[config.mk]
export PLATFORM = sky130hd
export DESIGN_NAME = debounced_switch_logic_flat
export DESIGN_NICKNAME = d
export VERILOG_FILES = /design/src/rtl/debounced_switch_logic_if.sv /design/src/rtl/debounced_switch_logic.sv /design/src/flat_wrapper.sv
export SDC_FILE = /design/constraint.sdc
export NUM_CORES = 1
export LEC_CHECK = 0
export ABC_AREA = 1
export CORE_UTILIZATION = 60
export DETAILED_ROUTE_END_ITERATION = 7
export GPL_ROUTABILITY_DRIVEN = 0
export HOLD_SLACK_MARGIN = 0.08
export MAX_ROUTING_LAYER = met4
export PLACE_DENSITY = 0.77
export REMOVE_ABC_BUFFERS = 1
export SLEW_MARGIN = 0
export SYNTH_ARGS = -nofsm -noshare
export SYNTH_HDL_FRONTEND = slang
export SYNTH_SLANG_ARGS = --single-unit
[constraint.sdc]
create_clock -name i_Clk -period 1.6 [get_ports i_Clk]
set_input_delay 0.32 -clock i_Clk [delete_from_list [all_inputs] [get_ports i_Clk]]
set_output_delay 0.32 -clock i_Clk [all_outputs]
set_load 0.02 [all_outputs]
[src/rtl/debounced_switch_logic_if.sv]
// Board-pin bundle for debounced_switch_logic: raw switches and mode button in,
// result LED and mode LEDs out.
interface debounced_switch_logic_if #(
  parameter int NUM_SWITCHES = 4
);
  logic [NUM_SWITCHES-1:0] i_Switch;
  logic                    i_Mode_Btn;
  logic                    o_LED;
  logic [1:0]              o_Mode_LED;

  modport master (output i_Switch, output i_Mode_Btn, input o_LED, input o_Mode_LED);
  modport slave  (input i_Switch, input i_Mode_Btn, output o_LED, output o_Mode_LED);
endinterface

[src/rtl/debounced_switch_logic.sv]
// Debounces NUM_SWITCHES switches plus a mode button, reduces the switches with a
// button-selected operator (AND/OR/XOR/NAND) and drives a registered LED.
module debounced_switch_logic_chain #(
  parameter int LIMIT = 4,
  parameter int CW    = 2
) (
  input  logic i_Clk,
  input  logic i_Rst_L,
  input  logic i_raw,
  output logic o_stable
);
  localparam logic [CW-1:0] CNT_MAX = CW'(LIMIT - 1);

  logic          sync1_q, sync1_d;
  logic          sync2_q, sync2_d;
  logic          stable_q, stable_d;
  logic [CW-1:0] cnt_q, cnt_d;

  // Counter only runs while the synchronised level disagrees with stable, so it
  // cannot wrap: it is cleared on acceptance or on any agreeing sample.
  always_comb begin
    sync1_d  = i_raw;
    sync2_d  = sync1_q;
    stable_d = stable_q;
    cnt_d    = cnt_q;
    if (sync2_q == stable_q) begin
      cnt_d = '0;
    end else if (cnt_q == CNT_MAX) begin
      stable_d = sync2_q;
      cnt_d    = '0;
    end else begin
      cnt_d = cnt_q + 1'b1;
    end
  end

  always_ff @(posedge i_Clk or negedge i_Rst_L) begin
    if (!i_Rst_L) begin
      sync1_q  <= 1'b0;
      sync2_q  <= 1'b0;
      stable_q <= 1'b0;
      cnt_q    <= '0;
    end else begin
      sync1_q  <= sync1_d;
      sync2_q  <= sync2_d;
      stable_q <= stable_d;
      cnt_q    <= cnt_d;
    end
  end

  assign o_stable = stable_q;
endmodule

module debounced_switch_logic #(
  parameter int NUM_SWITCHES   = 4,
  parameter int DEBOUNCE_LIMIT = 250000
) (
  input  logic                    i_Clk,
  input  logic                    i_Rst_L,
  debounced_switch_logic_if.slave bus
);
  localparam int CW = $clog2(DEBOUNCE_LIMIT);

  typedef enum logic [1:0] {
    MODE_AND  = 2'b00,
    MODE_OR   = 2'b01,
    MODE_XOR  = 2'b10,
    MODE_NAND = 2'b11
  } mode_t;

  logic [NUM_SWITCHES:0] raw;
  logic [NUM_SWITCHES:0] stable;
  logic                  btn_dly_q, btn_dly_d;
  mode_t                 mode_q, mode_d;
  logic                  led_q, led_d;

  // Top bit is the mode button; it shares the switch chain unchanged.
  assign raw = {bus.i_Mode_Btn, bus.i_Switch};

  debounced_switch_logic_chain #(
    .LIMIT (DEBOUNCE_LIMIT),
    .CW    (CW)
  ) u_chain [NUM_SWITCHES:0] (
    .i_Clk    (i_Clk),
    .i_Rst_L  (i_Rst_L),
    .i_raw    (raw),
    .o_stable (stable)
  );

  always_comb begin
    btn_dly_d = stable[NUM_SWITCHES];
    mode_d    = mode_q;
    if (stable[NUM_SWITCHES] && !btn_dly_q)
      mode_d = mode_t'(mode_q + 2'd1);
    unique case (mode_q)
      MODE_AND:  led_d =  &stable[NUM_SWITCHES-1:0];
      MODE_OR:   led_d =  |stable[NUM_SWITCHES-1:0];
      MODE_XOR:  led_d =  ^stable[NUM_SWITCHES-1:0];
      MODE_NAND: led_d = ~&stable[NUM_SWITCHES-1:0];
      default:   led_d = 1'b0;
    endcase
  end

  always_ff @(posedge i_Clk or negedge i_Rst_L) begin
    if (!i_Rst_L) begin
      btn_dly_q <= 1'b0;
      mode_q    <= MODE_AND;
      led_q     <= 1'b0;
    end else begin
      btn_dly_q <= btn_dly_d;
      mode_q    <= mode_d;
      led_q     <= led_d;
    end
  end

  assign bus.o_LED      = led_q;
  assign bus.o_Mode_LED = mode_q;
endmodule

[src/flat_wrapper.sv]
// flat-port wrapper written by rule: the top's interface ports become plain ports
module debounced_switch_logic_flat 
#(
  parameter int NUM_SWITCHES   = 4,
  parameter int DEBOUNCE_LIMIT = 250000
)
  (i_Clk, i_Rst_L, bus_i_Switch, bus_i_Mode_Btn, bus_o_LED, bus_o_Mode_LED);
  debounced_switch_logic_if #(.NUM_SWITCHES(NUM_SWITCHES)) bus_i ();
  input  logic i_Clk;
  input  logic i_Rst_L;
  input wire logic [$bits(bus_i.i_Switch)-1:0] bus_i_Switch;
  input wire logic [$bits(bus_i.i_Mode_Btn)-1:0] bus_i_Mode_Btn;
  output wire logic [$bits(bus_i.o_LED)-1:0] bus_o_LED;
  output wire logic [$bits(bus_i.o_Mode_LED)-1:0] bus_o_Mode_LED;
  assign bus_i.i_Switch = bus_i_Switch;
  assign bus_i.i_Mode_Btn = bus_i_Mode_Btn;
  assign bus_o_LED = bus_i.o_LED;
  assign bus_o_Mode_LED = bus_i.o_Mode_LED;
  debounced_switch_logic #(.NUM_SWITCHES(NUM_SWITCHES), .DEBOUNCE_LIMIT(DEBOUNCE_LIMIT)) u_core (.i_Clk(i_Clk), .i_Rst_L(i_Rst_L), .bus(bus_i));
endmodule
Word level (Yosys, flattened, before mapping)
Cells that the tools add are included.

Output and inout bits: 3. Input port bits: 7. Logic and storage cells: 70. Bits in registers: 109.

$add $sub $neg: 6. Mux-type cells: 11. Bitwise operators: 5. Reduce and logical (&&, ||, !) cells: 12. Equal/unequal tests: 13.

Operators with widths (number): $mux 18 (10); $add 18x1->18 const B (5); $eq 18x18->1 const B (5); $reduce_and 2->1 (5); $eq 1x1->1 (5); $not 1->1 (5); $eq 2x2->1 const B (2); $pmux 1 s4 (1); $reduce_and 4->1 (1); $reduce_or 4->1 (1); $reduce_xor 4->1 (1); $add 2x1->2 const B (1); $eq 2x1->1 const B (1); $logic_not 1->1 (2); $logic_not 2->1 (1); $logic_and 1x1->1 (1).

Longest topological paths before layout
Word-level depth: 3. Depth in mapped cells: 9. Mapped depth without buffers: 9.

Cells and area by module
Synthesis repeated with hierarchy kept, for this count alone.

Cell total of the unflattened synthesis: 751. Area, all modules: 5982.0 um2.

By module, submodules not included: debounced_switch_logic_chain (area an instance 1136.1 um2, sequential area each 525.5 um2, instances 5, cells each 143); debounced_switch_logic (area an instance 301.5 um2, sequential area each 100.1 um2, instances 1, cells each 36).

Worst setup path before layout
No wires, ideal clock.

Path kind: register to register. Start: register u_core.u_chain[4].cnt_q[0]. End: register u_core.u_chain[4].cnt_q[12]. Setup time: 0.123 ns. Arrival: 1.152 ns. Path slack: 0.326 ns. Data required time: 1.477 ns. Clock period less this slack: 1.274 ns. Path buffers: 0. Cell stages (with the launch flop): 8. Cell sequence: dfrtp_1 -> ha_1 -> nand3_1 -> inv_2 -> nand2_2 -> nor2_2 -> xor2_1 -> nor2_1.

Cells in the longest elaborated chain, start to end: 3. Elaborated cells between the ends (all ways): 4. Classes of those cells: add/sub: 1; eq/ne: 1; mux: 2.

Ends and longest elaborated chain: from (decl) (RTL line debounced_switch_logic.sv:17) `logic [CW-1:0] cnt_q, cnt_d;`; from (signal assigned) (RTL line debounced_switch_logic.sv:46) `cnt_q <= cnt_d;`; $add 18x1->18 / $eq 18x18->1 (equally long branches) (RTL line debounced_switch_logic.sv:32, debounced_switch_logic.sv:28); $mux 18 (*) (RTL line debounced_switch_logic.sv:28) `end else if (cnt_q == CNT_MAX) begin`; $mux 18 (*) (RTL line debounced_switch_logic.sv:26) `if (sync2_q == stable_q) begin`; named net u_core.u_chain[4].cnt_d[12] (RTL line debounced_switch_logic.sv:17).

The timed path passes the listed nets; every way through them passes the cells marked *. A chain may end at the register's enable or synchronous reset.

Final worst setup path
Start: register u_core.mode_q[1], in the netlist u_core.bus.o_Mode_LED[1]. End: output bus_o_Mode_LED[1].

RTL lines: from (decl) (RTL line debounced_switch_logic.sv:73) `mode_t mode_q, mode_d;`; from (signal assigned) (RTL line debounced_switch_logic.sv:110) `mode_q <= mode_d;`; to (decl) (RTL line flat_wrapper.sv:14) `output wire logic [$bits(bus_i.o_Mode_LED)-1:0] bus_o_Mode_LED;`.

No word-level cell between the ends.

==> summary.txt <==
Worst setup path
  • Critical path class: reg2out
  • WP depth: 1
  • Worst setup SP type: flip-flop
  • CP max-delay cell: dfrtp_1
  • Worst r2r path cells: 8
  • Critical Path RT: 1.28 ns
  • Crit path cell chain: dlygate4sd2_1
  • Flop-to-flop setup slack: 0.12 ns
  • CP delay by family, top: flip-flops
  • CP max stage delay: 0.43 ns
  • Worst r2r src: u_core.u_chain[3].cnt_q[0]
  • CP max FO: 4
  • CP Buf/Inv Count: 1
  • Worst r2r dst: u_core.u_chain[3].cnt_q[12]
  • CP Capture Type: output pin
  • WP data arrival: 1.18 ns

Clock network
  • Worst-Skew Late Latency: 0.39 ns
  • TritonCTS clock tree: done
  • Clock tree buffer depth: 2
  • TritonCTS buffer count: 9
  • Clock root buffer master: clkbuf_8
  • Sink Count: 109
  • Post-CTS Repair Setup Buffers: 0
  • Clock-pin slew on the worst setup and hold paths: 0.11 ns
  • H-tree depth: 3

Global routing
  • GR Util met3: 4.875%
  • First-pass GRT wire length: 18.55 mm
  • Gr usage total: 24.35%
  • Largest net degree at the start of global routing: 61
  • Grt met1 use: 31.37%
  • GRT overflow: 0
  • Initial antenna violation count: 0
  • GR Util met2: 38.51%
  • Most used routing layer: met2
  • Vias in the first global route: 4257

Floorplanning
  • I/O Pins: 10
  • Row count: 35
  • Die H: 99.79 µm
  • Die W: 99.79 µm
  • Core area: 9240 µm²
  • Die area: 9958 µm²
  • Starting Density: 62.10%

Placement
  • Final HPWL DP: 7.855 mm
  • PortBufs: 9
  • Worst slack, placed: 0.1211 ns

Power
  • Max IR drop VDD: 0.8277 mV
  • PD cells: 744.7 nW/µm²
  • Static leakage: 2.579 nW

Yosys
  • Yosys warnings: 0
  • Synth Instances: 703
  • Yosys reg bits: 109
  • Synthesized area: 5738 µm²
  • Yosys cell types: 29
  • Post-synthesis sequential area ratio: 47.54%
  • Syn Area/Cell: 8.162 µm²

Timing
  • Final hold violation count: 0
  • # setup viols final: 0
  • Fmax: 0.6657 GHz
  • Final slew viol count: 0
  • Slew headroom: 76.69%
  • TNS Setup: 0 ns
  • Clk_skew: 0.01437 ns
  • Slew @ Worst Pin: 0.3493 ns
  • Setup ws final: 0.09792 ns
  • Final Critical Period: 1.502 ns
  • Period utilisation layout: 93.88%

Routing
  • Vias per cell: 5.201
  • Vias: 4447
  • Routed WL: 10.65 mm
  • DRC viols: 0
  • Initial DRC Count: 189
  • Post-route ant nets: 0
  • Initial DRT Pass Iterations: 5
  • Wire per inst: 12.46 µm

Final layout
  • N_diodes: 0
  • Layout overhead on the synthesized area: 7.981%
  • Layout Nets: 741
  • Most common cell after layout, fill and taps aside: nor2_1
  • Share of cells above drive strength 1: 11.02%
  • Most frequent cells in the layout: 177 x nor2_1, 113 x nand2_1, 109 x dfrtp_1

Worst hold path
  • Hold WC Path Type: reg2reg
  • Min-Delay Path Depth: 0
  • Hold endpoint: u_core.u_chain[3].sync2_q
  • Worst hold start: u_core.u_chain[3].sync1_q

Run
  • MaxCap Viol Count: 0

Run status
  • Status: finished, final reports clean
==> synthesized netlist by cell type (all sizes together) <==
cell / count / share of area (%)
nor3b: 5 / 0.65
nand3: 69 / 6.1
nand2: 133 / 9.6
nor2: 201 / 15
buf: 5 / 0.92
inv: 55 / 3.6
o21ai: 9 / 0.78
xnor2: 9 / 1.4
nor4: 2 / 0.22
nand3b: 1 / 0.13
o21bai: 1 / 0.13
or2: 1 / 0.11
and2: 4 / 0.44
nor3: 19 / 1.7
a21oi: 21 / 1.8
xor2: 34 / 5.8
a21boi: 1 / 0.13
nand4: 11 / 1.2
dfrtp: 109 / 48
ha: 13 / 2.8
==> sequential cells by signal (all words and copies together) (netlist names) <==
| name | count |
|---|---|
| u_core.bus.o_Mode_LED | 2 |
| u_core.u_chain.sync2_q | 5 |
| u_core.btn_dly_q | 1 |
| u_core.u_chain.cnt_q | 90 |
| u_core.bus.o_LED | 1 |
| u_core.u_chain.o_stable | 5 |
| u_core.u_chain.sync1_q | 5 |
==> metal layers <==
layer	wire, µm	part of all wire [%]
met1	4907	46
met2	5136	48
met3	418	3.9
met4	189	1.8
met5	0	0
==> power by group <==
group | switching (W) | total (W) | internal [W]
sequential | 0.0000332 | 0.00283 | 0.00280
clock | 0.000996 | 0.00160 | 0.000604
combinational | 0.000124 | 0.000185 | 0.0000616
total | 0.00115 | 0.00461 | 0.00346
==> final cells by class <==
| class | instances | area (µm²) |
|---|---|---|
| clock buffer | 9 | 123.9 |
| clock inverter | 7 | 63.81 |
| fill | 744 | 3044 |
| inverter | 55 | 206.4 |
| multi-input combinational | 534 | 2779 |
| sequential | 109 | 2728 |
| tap | 129 | 161.4 |
| timing repair buffer | 12 | 133.9 |
==> worst max-delay path by stage <==
stage,start,end
floorplan,u_core.u_chain[4].cnt_q[0],u_core.u_chain[4].cnt_q[12]
global placement,u_core.u_chain[2].cnt_q[0],u_core.u_chain[2].cnt_q[12]
detailed placement,u_core.u_chain[3].cnt_q[0],u_core.u_chain[3].cnt_q[12]
CTS,u_core.bus.o_Mode_LED[1],bus_o_Mode_LED[1]
global route,u_core.u_chain[3].cnt_q[0],u_core.u_chain[3].cnt_q[4]
finish,u_core.bus.o_Mode_LED[1],bus_o_Mode_LED[1]
==> metrics by stage <==
stage                     hold WS (ns)  instances  power, W  instance area [µm²]  util [%]
after floorplan                0.02441        698  0.002963                 5685         -
after global placement          0.3360        838  0.003064                 5974     64.66
after detailed placement        0.3396        838  0.003071                 5974     64.66
after CTS                       0.3487        855  0.004684                 6168     66.76
after global routing            0.3418        855  0.004799                 6196     67.05
final                           0.3533        855  0.004614                 6196     67.05
==> cells by family (layout without fill, tap and decap cells) <==
logic type	after synthesis	after routing	share of synthesized area, %
XOR/XNOR	43	43	7.218
AND/OR/NAND/NOR	446	446	35.02
buffers and inverters	60	83	4.514
AO/OA/AOI/OAI	32	32	2.878
flip-flops	109	109	47.54
adder cells (fa/ha/maj)	13	13	2.835
==> repair_timing <==
| action | 4_1_cts | 5_1_grt |
|---|---|---|
| hold buffers | 1 | 0 |
| resized for setup | 3 | 6 |
| hold endpoints to repair | 109 | 0 |
| setup endpoints to repair | 3 | 40 |
(Power assumes the default switching activity.)
